File: config.mk
export PLATFORM = sky130hd
export DESIGN_NAME = fetch_queue_flat
export DESIGN_NICKNAME = d
export VERILOG_FILES = /design/src/rtl/fetch_queue_if.sv /design/src/rtl/fetch_queue.sv /design/src/flat_wrapper.sv
export SDC_FILE = /design/constraint.sdc
export NUM_CORES = 1
export LEC_CHECK = 0
export CAP_MARGIN = 40
export CORE_MARGIN = 5
export CORE_UTILIZATION = 30
export DETAILED_ROUTE_END_ITERATION = 7
export GPL_TIMING_DRIVEN = 0
export PLACE_DENSITY = 0.6
export SYNTH_ARGS = -nofsm -noshare
export SYNTH_HDL_FRONTEND = slang
export SYNTH_SLANG_ARGS = --single-unit
export TNS_END_PERCENT = 50
File: constraint.sdc
create_clock -name i_clk -period 6.25 [get_ports i_clk]
set_clock_uncertainty 0.15 [all_clocks]
set_input_delay 1.875 -clock i_clk [delete_from_list [all_inputs] [get_ports i_clk]]
set_output_delay 1.875 -clock i_clk [all_outputs]
set_load 0.02 [all_outputs]
File: src/rtl/fetch_queue_if.sv
// fetch_queue_if: instruction-memory bus, consumer handshake and redirect port of the fetch queue.
interface fetch_queue_if;
   logic        mem_req;
   logic [31:0] mem_addr;
   logic        mem_ack;
   logic [31:0] mem_rdata;
   logic        instr_valid;
   logic [31:0] instr;
   logic [31:0] instr_pc;
   logic        instr_ready;
   logic        redirect;
   logic [31:0] redirect_pc;
   modport master (
      output mem_req, mem_addr, instr_valid, instr, instr_pc,
      input  mem_ack, mem_rdata, instr_ready, redirect, redirect_pc
   );
   modport slave (
      input  mem_req, mem_addr, instr_valid, instr, instr_pc,
      output mem_ack, mem_rdata, instr_ready, redirect, redirect_pc
   );
endinterface

File: src/rtl/fetch_queue.sv
// fetch_queue: single-outstanding instruction prefetcher feeding a DEPTH-entry queue with registered head.
// Optional FETCH_QUEUE_STALL_COUNT_EN adds o_stall_count (saturating count of cycles without a valid head).
module fetch_queue #(
   parameter int          DEPTH    = 4,
   parameter logic [31:0] RESET_PC = 32'h0000_0000
) (
   input logic            i_clk,
   input logic            i_rst_n,
   fetch_queue_if.master  io_bus
`ifdef FETCH_QUEUE_STALL_COUNT_EN
   ,
   output logic [31:0]    o_stall_count
`endif
);
   localparam int AW = $clog2(DEPTH);
   localparam logic [AW:0] FULL = (AW+1)'(DEPTH);
   typedef enum logic [1:0] {IDLE, WAIT, DISCARD} state_t;
   state_t        r_state, w_state_nxt;
   logic [31:0]   r_pc, r_addr, r_instr, r_instr_pc;
   logic          r_valid;
   logic [31:0]   r_mem_instr [DEPTH];
   logic [31:0]   r_mem_pc [DEPTH];
   logic [AW-1:0] r_rd, r_wr, w_rd_nxt;
   logic [AW:0]   r_cnt, w_cnt_pop, w_cnt_nxt;
   logic          w_pop, w_ack, w_push, w_issue;
   logic [31:0]   w_head_instr, w_head_pc;
   assign w_pop     = r_valid & io_bus.instr_ready;
   assign w_ack     = io_bus.mem_ack & (r_state == WAIT);
   assign w_push    = w_ack & ~io_bus.redirect;
   assign w_cnt_pop = r_cnt - (AW+1)'(w_pop);
   assign w_cnt_nxt = w_cnt_pop + (AW+1)'(w_push);
   assign w_rd_nxt  = r_rd + AW'(w_pop);
   assign w_issue   = ~io_bus.redirect & ((r_state == IDLE) | w_ack) & (w_cnt_nxt < FULL);
   // a word pushed into an otherwise empty queue bypasses the array straight to the head
   assign w_head_instr = (w_cnt_pop == '0) ? io_bus.mem_rdata : r_mem_instr[w_rd_nxt];
   assign w_head_pc    = (w_cnt_pop == '0) ? r_addr : r_mem_pc[w_rd_nxt];
   always_comb begin
      w_state_nxt = r_state;
      if (w_issue) w_state_nxt = WAIT;
      else if (r_state == IDLE) w_state_nxt = IDLE;
      else if (io_bus.mem_ack) w_state_nxt = IDLE;
      else if (io_bus.redirect) w_state_nxt = DISCARD;
   end
   always_ff @(posedge i_clk or negedge i_rst_n) begin
      if (!i_rst_n) begin
         r_state    <= IDLE;
         r_pc       <= RESET_PC;
         r_addr     <= RESET_PC;
         r_rd       <= '0;
         r_wr       <= '0;
         r_cnt      <= '0;
         r_valid    <= 1'b0;
         r_instr    <= '0;
         r_instr_pc <= '0;
      end else begin
         r_state <= w_state_nxt;
         if (io_bus.redirect) begin
            r_pc    <= {io_bus.redirect_pc[31:2], 2'b00};
            r_rd    <= '0;
            r_wr    <= '0;
            r_cnt   <= '0;
            r_valid <= 1'b0;
         end else begin
            r_rd    <= w_rd_nxt;
            r_wr    <= r_wr + AW'(w_push);
            r_cnt   <= w_cnt_nxt;
            r_valid <= w_cnt_nxt != '0;
            if (w_push) r_pc <= r_addr + 32'd4;
            if (w_cnt_nxt != '0) begin
               r_instr    <= w_head_instr;
               r_instr_pc <= w_head_pc;
            end
         end
         if (w_issue) r_addr <= w_push ? r_addr + 32'd4 : r_pc;
      end
   end
   always_ff @(posedge i_clk) begin
      if (w_push) begin
         r_mem_instr[r_wr] <= io_bus.mem_rdata;
         r_mem_pc[r_wr]    <= r_addr;
      end
   end
`ifdef FETCH_QUEUE_STALL_COUNT_EN
   logic [31:0] r_stall;
   always_ff @(posedge i_clk or negedge i_rst_n) begin
      if (!i_rst_n) r_stall <= '0;
      else if (!r_valid && r_stall != 32'hFFFF_FFFF) r_stall <= r_stall + 32'd1;
   end
   assign o_stall_count = r_stall;
`endif
   assign io_bus.mem_req     = r_state != IDLE;
   assign io_bus.mem_addr    = r_addr;
   assign io_bus.instr_valid = r_valid;
   assign io_bus.instr       = r_instr;
   assign io_bus.instr_pc    = r_instr_pc;
endmodule

File: src/flat_wrapper.sv
// flat-port wrapper written by rule: the top's interface ports become plain ports
module fetch_queue_flat 
#(
   parameter int          DEPTH    = 4,
   parameter logic [31:0] RESET_PC = 32'h0000_0000
)
  (i_clk, i_rst_n, io_bus_mem_req, io_bus_mem_addr, io_bus_instr_valid, io_bus_instr, io_bus_instr_pc, io_bus_mem_ack, io_bus_mem_rdata, io_bus_instr_ready, io_bus_redirect, io_bus_redirect_pc);
  fetch_queue_if io_bus_i ();
  input logic i_clk;
  input logic i_rst_n;
  output wire logic [$bits(io_bus_i.mem_req)-1:0] io_bus_mem_req;
  output wire logic [$bits(io_bus_i.mem_addr)-1:0] io_bus_mem_addr;
  output wire logic [$bits(io_bus_i.instr_valid)-1:0] io_bus_instr_valid;
  output wire logic [$bits(io_bus_i.instr)-1:0] io_bus_instr;
  output wire logic [$bits(io_bus_i.instr_pc)-1:0] io_bus_instr_pc;
  input wire logic [$bits(io_bus_i.mem_ack)-1:0] io_bus_mem_ack;
  input wire logic [$bits(io_bus_i.mem_rdata)-1:0] io_bus_mem_rdata;
  input wire logic [$bits(io_bus_i.instr_ready)-1:0] io_bus_instr_ready;
  input wire logic [$bits(io_bus_i.redirect)-1:0] io_bus_redirect;
  input wire logic [$bits(io_bus_i.redirect_pc)-1:0] io_bus_redirect_pc;
  assign io_bus_mem_req = io_bus_i.mem_req;
  assign io_bus_mem_addr = io_bus_i.mem_addr;
  assign io_bus_instr_valid = io_bus_i.instr_valid;
  assign io_bus_instr = io_bus_i.instr;
  assign io_bus_instr_pc = io_bus_i.instr_pc;
  assign io_bus_i.mem_ack = io_bus_mem_ack;
  assign io_bus_i.mem_rdata = io_bus_mem_rdata;
  assign io_bus_i.instr_ready = io_bus_instr_ready;
  assign io_bus_i.redirect = io_bus_redirect;
  assign io_bus_i.redirect_pc = io_bus_redirect_pc;
  fetch_queue #(.DEPTH(DEPTH), .RESET_PC(RESET_PC)) u_core (.i_clk(i_clk), .i_rst_n(i_rst_n), .io_bus(io_bus_i));
endmodule
==> flow_summary.yaml, run 1 <==
clock_network:
  cts_max_level: 2
  numClockSinks: 394
  cts_tree: "done"
  numCtsBuffers: 42
  post_cts_buffers: 0
  clk_path_buf_depth: 3
  path_clk_slew_ns: 0.06
  clk_latency_ns: 0.57
  cts-root-buf: "clkbuf_16"
finish:
  n_fill_cell: 5009
  final_cell_area_um2: 20500
  finalNonFillerCells: 2101
  diodes: 0
  seq_area_um2: 11100
  multi_input_area_um2: 4750
  fin_util: 0.382
  area_delta_synth_final_pct: 26.4
  nets: 1448
  drive_gt1_frac: 0.138
logic_synthesis:
  seq_area_frac_synth: 0.687
  synth_cells: 1146
  synthArstFlopShare: 0.350
  synth_top_family_by_area: "simple AND/OR/NAND/NOR gates"
  ys_warn_count: 0
  synth-edff-count: 256
  ys.flop_type: "edfxtp_1"
  ys_types: 54
  syn_area_um2: 16200
  synth.avg_cell_area_um2: 14.2
  muxShareOfSynthArea: 0.0928
  synth-xor-area-share: 0.0154
  synth_seq_cells: 394
  synth_fa_ha_area_frac: 0.00540
  synth_compound_area_frac: 0.0743
  synthSimpleGateAreaFrac: 0.103
  synthesis.nets: 1222
setup_path:
  crit_start: "io_bus_redirect"
  end_kind: "flip-flop"
  cp.arrival_ns: 6.04
  worst-path-buf-inv: 7
  r2r_slack_ns: 1.84
  startpoint_type: "input port"
  rr_startpoint: "u_core.r_state[1]"
  path_class: "input port to flip-flop"
  crit_family: "buffers and inverters"
  worst-endpoint-required_ns: 6.50
  r2r_end: "u_core.io_bus.instr_pc[22]"
  worstPathCellList: "clkdlybuf4s50_1, nand4bb_1, inv_1, buf_1, clkbuf_2, ha_1, ha_1, xnor3_1, a21oi_1, clkbuf_1, buf_8, clkbuf_1, a31oi_1"
  cp_slowest_cell: "buf_1"
  r2r_cells: 12
  critPathMaxStageDelay_ns: 0.52
  endpoint: "u_core.io_bus.instr_pc[22]"
  cp_max_fo: 11
  critical_path_cell_count: 13
power_and_ir_drop:
  ir_worst_vdd_mv: 0.197
  p_per_area_nw_per_um2: 479
  p_leak_nw: 7.23
  power_w: 0.00983
timing:
  finalCriticalPeriod_ns: 5.80
  rsz0062_at_grt: "false"
  whs_ns: 0.359
  hold_viol_final: 0
  fin_crit_sh: 0.927
  fmax_mhz: 173
  maxSlewViolCount: 0
  max_slew_margin: 0.442
  tightest_slew_ns: 0.835
  setup_viol: 0
placed_design:
  port_buffers: 164
  hpwl_um: 31200
  dpl.cell_count: 2024
  dpl_cell_area_um2: 19100
  gp_congestion: 0.859
global_routing:
  grt_max_degree: 85
  first_global_vias: 10955
  grt.total_usage: 0.153
  globalRoute.totalOverflow: 0
  grt_pass1_wl_um: 69400
  antenna_found_initial: 0
drt:
  drt.antenna.violating_nets: 0
  drt-initial-drc-count: 802
  routedWlPerCell_um: 21.8
  vias: 10616
  avgViaCountPerCell: 5.05
  wl_um: 45800
  dr.pass1.iters: 5
  drc: 0
hold_path:
  hp-start: "u_core.r_pc[0]"
  min_path_cells: 1
  hold_path_class: "flip-flop to flip-flop"
run_status:
  status: "finished clean"
floorplan:
  fp.dieH_um: 243
  die_area_um2: 58800
  rows: 85
  start_util: 0.302
  ios: 167
  die_width_um: 243
  coreArea_um2: 53700
job:
  max_cap_viol_count: 0
-- synth_stat cells, types with 4 or more instances --
cell / number / share of area
edfxtp_1: 256 / 0.47
nor4_1: 4 / 0.0015
nor2_1: 112 / 0.026
and4_1: 4 / 0.0022
nand3_1: 15 / 0.0046
nor3_1: 8 / 0.0025
inv_1: 10 / 0.0023
a2bb2oi_1: 7 / 0.0038
buf_2: 26 / 0.0080
nand2b_1: 6 / 0.0023
o21ai_0: 27 / 0.0083
a21o_1: 4 / 0.0019
xor2_1: 12 / 0.0065
dfrtp_1: 138 / 0.21
a21oi_1: 33 / 0.010
o22a_1: 6 / 0.0032
buf_1: 12 / 0.0028
nor2b_1: 5 / 0.0019
xnor2_1: 14 / 0.0076
and2_1: 5 / 0.0019
a22oi_1: 7 / 0.0032
a31oi_1: 76 / 0.029
nand4_1: 11 / 0.0042
mux4_2: 64 / 0.089
a211oi_1: 4 / 0.0019
and3_1: 8 / 0.0031
o31ai_1: 8 / 0.0037
nand2_1: 173 / 0.040
ha_1: 7 / 0.0054
o22ai_1: 9 / 0.0035
clkbuf_1: 38 / 0.0088
-- report_power, final --
group / switching, W / leakage (nW) / internal [W]
clock: 0.00103 / 0.687 / 0.00149
combinational: 0.00214 / 2.61 / 0.00144
sequential: 0.000440 / 3.93 / 0.00330
total: 0.00361 / 7.23 / 0.00622
-- registers in the layout, summed over array words and instances, names as in the netlist, 2 cells and up --
| signal | cells |
|---|---|
| u_core.r_mem_instr | 128 |
| u_core.r_mem_pc | 128 |
| u_core.io_bus.instr | 32 |
| u_core.io_bus.instr_pc | 32 |
| u_core.io_bus.mem_addr | 32 |
| u_core.r_pc | 32 |
| u_core.r_cnt | 3 |
| u_core.r_rd | 2 |
| u_core.r_state | 2 |
| u_core.r_wr | 2 |
-- cells in the final DEF, fill, tap and decap left out, types with 27 or more instances in the layout --
cell type	instances
a21oi_1	33
a31oi_1	76
buf_2	27
clkbuf_1	49
clkbuf_16	43
clkdlybuf4s50_1	163
dfrtp_1	138
edfxtp_1	256
mux4_2	64
nand2_1	173
nor2_1	111
o21ai_0	27
-- layout make-up --
| class | instances | area share |
|---|---|---|
| inverter | 10 | 0.00183 |
| timing repair buffer | 182 | 0.0970 |
| buffer | 78 | 0.0163 |
| clock inverter | 19 | 0.0108 |
| tap | 696 | 0.0424 |
| sequential | 394 | 0.543 |
| clock buffer | 58 | 0.0571 |
| multi-input combinational | 664 | 0.232 |
-- stage by stage --
step           setup WS, ns  setup TNS, ns
5_1_grt               0.130              0
3_5_place_dp         -0.524         -19.00
6_report              0.455              0
2_1_floorplan      -0.00419         -0.268
4_1_cts               0.114              0
3_3_place_gp          -3.77       -1151.50
-- how the worst min path moves through the flow --
stage                                            to  slack [ns]
after floorplan                     u_core.r_pc[31]        0.31
after global placement              u_core.r_pc[31]        0.33
after detailed placement  u_core.io_bus.mem_addr[1]        0.34
after CTS                 u_core.io_bus.mem_addr[0]        0.36
after global routing      u_core.io_bus.mem_addr[0]        0.38
final                     u_core.io_bus.mem_addr[0]        0.36
-- metal layers --
metal	track usage	routed length, um	vias up
met4	0.0464	1210	0
met5	0	0	-
met2	0.255	22300	324
li1	-	-	4762
met3	0.0351	2910	76
met1	0.200	19400	5454
-- cells by family after synthesis --
family | Yosys count
mux | 70
simple gates | 369
xor+xnor | 27
buf+inv | 88
compound gates | 191
flops | 394
fa+ha+maj | 7
-- timing repair --
action / in CTS / in global routing
hold buffers: 0 / 0
hold endpoints to repair: 0 / 0
setup endpoints to repair: 0 / 10
resized for setup: 0 / 1
Note: power is estimated with default switching activity, not from simulation.
==> inputs of run 2 (changes only) <==
- CELL_PAD_IN_SITES_DETAIL_PLACEMENT: unset -> 1
- CELL_PAD_IN_SITES_GLOBAL_PLACEMENT: unset -> 1
- PLACE_DENSITY: 0.6 -> 0.68
==> run 2 against run 1 <==
Compared with the run above:
- non-clock buffer count unchanged
- register-to-register slack got worse by 0.04 ns
- fmax decreased by 1.2%
- die area unchanged
- sequential share of layout area increased by 0.093 points
- total power increased by 0.78%
- wire length increased by 7.9%
- critical endpoint is now u_core.io_bus.instr_pc[25]
- design area decreased by 0.17%
==> flow_summary.yaml, run 2 (synthesis results as in run 1) <==
power_and_ir_drop:
  clkPwrFrac: 0.254
  p_per_area_nw_per_um2: 484
  combPwrFrac: 0.368
  switchingPower_w: 0.00371
  switching_share: 0.374
  p_leak_nw: 7.21
  power_frac_seq: 0.377
  power_w: 0.00991
  intPower_w: 0.00620
  ir_worst_vdd_mv: 0.224
setup_path:
  end_kind: "flip-flop"
  cp.arrival_ns: 6.14
  cp_slowest_cell: "buf_1"
  cp_max_fo: 11
  worst-endpoint-required_ns: 6.53
  startpoint_type: "input port"
  critPathMaxStageDelay_ns: 0.59
  worstPathCellList: "clkdlybuf4s50_1, nand4bb_1, inv_1, buf_1, clkbuf_2, ha_1, ha_1, xnor3_1, a21oi_1, clkbuf_1, buf_2, a31oi_1"
  crit_family: "buffers and inverters"
  cp_common_cell: "ha_1"
  worst-path-buf-inv: 6
  path_class: "input port to flip-flop"
clock_network:
  numCtsBuffers: 43
  cts-root-buf: "clkbuf_16"
  cts_max_level: 2
  clk_latency_ns: 0.56
  post_cts_buffers: 0
  numClockSinks: 394
  path_clk_slew_ns: 0.06
  clk_path_buf_depth: 3
  hold_buffers: 0
  cts_tree: "done"
floorplan:
  die_area_um2: 58800
  die_width_um: 243
  ios: 167
  rows: 85
  start_util: 0.302
  coreArea_um2: 53700
  fp.dieH_um: 243
placed_design:
  preCtsSetupSlack_ns: -0.622
  gp_congestion: 0.854
  port_buffers: 164
  hpwl_um: 33300
finish:
  top_regs: "u_core.r_mem_instr (128), u_core.r_mem_pc (128)"
  layout_common_cells: "256 x edfxtp_1, 173 x nand2_1, 163 x clkdlybuf4s50_1"
  layout_commonest_cell: "edfxtp_1"
  drive_gt1_frac: 0.138
  nets: 1449
  diodes: 0
  area_delta_synth_final_pct: 26.2
timing:
  rsz0062_at_grt: "false"
  fin_crit_sh: 0.938
  setup_ws_ns: 0.386
  maxSlewViolCount: 0
  tightest_slew_ns: 0.837
  tns_ns: 0
  hold_viol_final: 0
  setup_viol: 0
  max_slew_margin: 0.442
  finalCriticalPeriod_ns: 5.86
  fmax_mhz: 171
global_routing:
  first_global_vias: 11819
  grt_max_degree: 94
  grt_pass1_wl_um: 75000
  grt.total_usage: 0.165
  antenna_found_initial: 0
  globalRoute.totalOverflow: 0
drt:
  vias: 10767
  wl_um: 49400
  drt.antenna.violating_nets: 0
  routedWlPerCell_um: 23.5
  avgViaCountPerCell: 5.12
  drc: 0
  dr.pass1.iters: 5
  drt-initial-drc-count: 749
job:
  max_cap_viol_count: 0
run_status:
  status: "finished clean"
hold_path:
  hold_path_class: "flip-flop to flip-flop"
[run 2: metrics by stage]
stage	hold WS, ns	cell area (um^2)	utilization	std cells
6_report	0.365	20500	0.381	2103
5_1_grt	0.383	20500	0.381	2103
4_1_cts	0.366	20500	0.381	2103
3_5_place_dp	0.349	19100	0.356	2024
3_3_place_gp	0.339	18700	0.349	2006
2_1_floorplan	0.314	16200	-	1146
[run 2: layout make-up]
class                           instances  area (um^2)
Sequential cell                       394        11100
Clock buffer                           63         1250
Timing Repair Buffer                  182         1960
Fill cell                            5562        33200
Inverter                               10         37.5
Tap cell                              696          871
Buffer                                 78          335
Clock inverter                         16          133
Multi-Input combinational cell        664         4750
[run 2: power groups by stage]
stage               clock (W)  sequential (W)  combinational [W]
floorplan                   0         0.00402            0.00175
global placement            0         0.00377            0.00364
detailed placement          0         0.00380            0.00373
CTS                   0.00258         0.00375            0.00374
global route          0.00269         0.00381            0.00397
finish                0.00252         0.00374            0.00365
[run 2: worst paths after layout]
path	depth (start not counted)	endpoint	start	slack, ns
worst max-delay path	12	u_core.io_bus.instr_pc[25]	io_bus_redirect	0.39
worst min-delay path	1	u_core.io_bus.mem_addr[1]	u_core.r_pc[1]	0.36
worst max register to register	11	u_core.io_bus.instr_pc[25]	u_core.r_state[1]	1.80
worst min register to register	1	u_core.io_bus.mem_addr[1]	u_core.r_pc[1]	0.36
max in group asynchronous	2	u_core.io_bus.instr_pc[21]	i_rst_n	4.00
min in group asynchronous	1	u_core.io_bus.instr[2]	i_rst_n	1.09
[run 2: repair_timing]
| action | CTS | global route |
|---|---|---|
| endpoints found under the setup margin | 7 | 34 |
| pin swaps | 0 | 0 |
| gates resized for setup | 1 | 1 |
| gates cloned | 0 | 0 |
[run 2: routing by layer]
metal  routed length [um]  global-route usage
met3                 2300              0.0299
met2                24500               0.286
met4                 1220              0.0464
met1                21400               0.214
met5                    0                   0
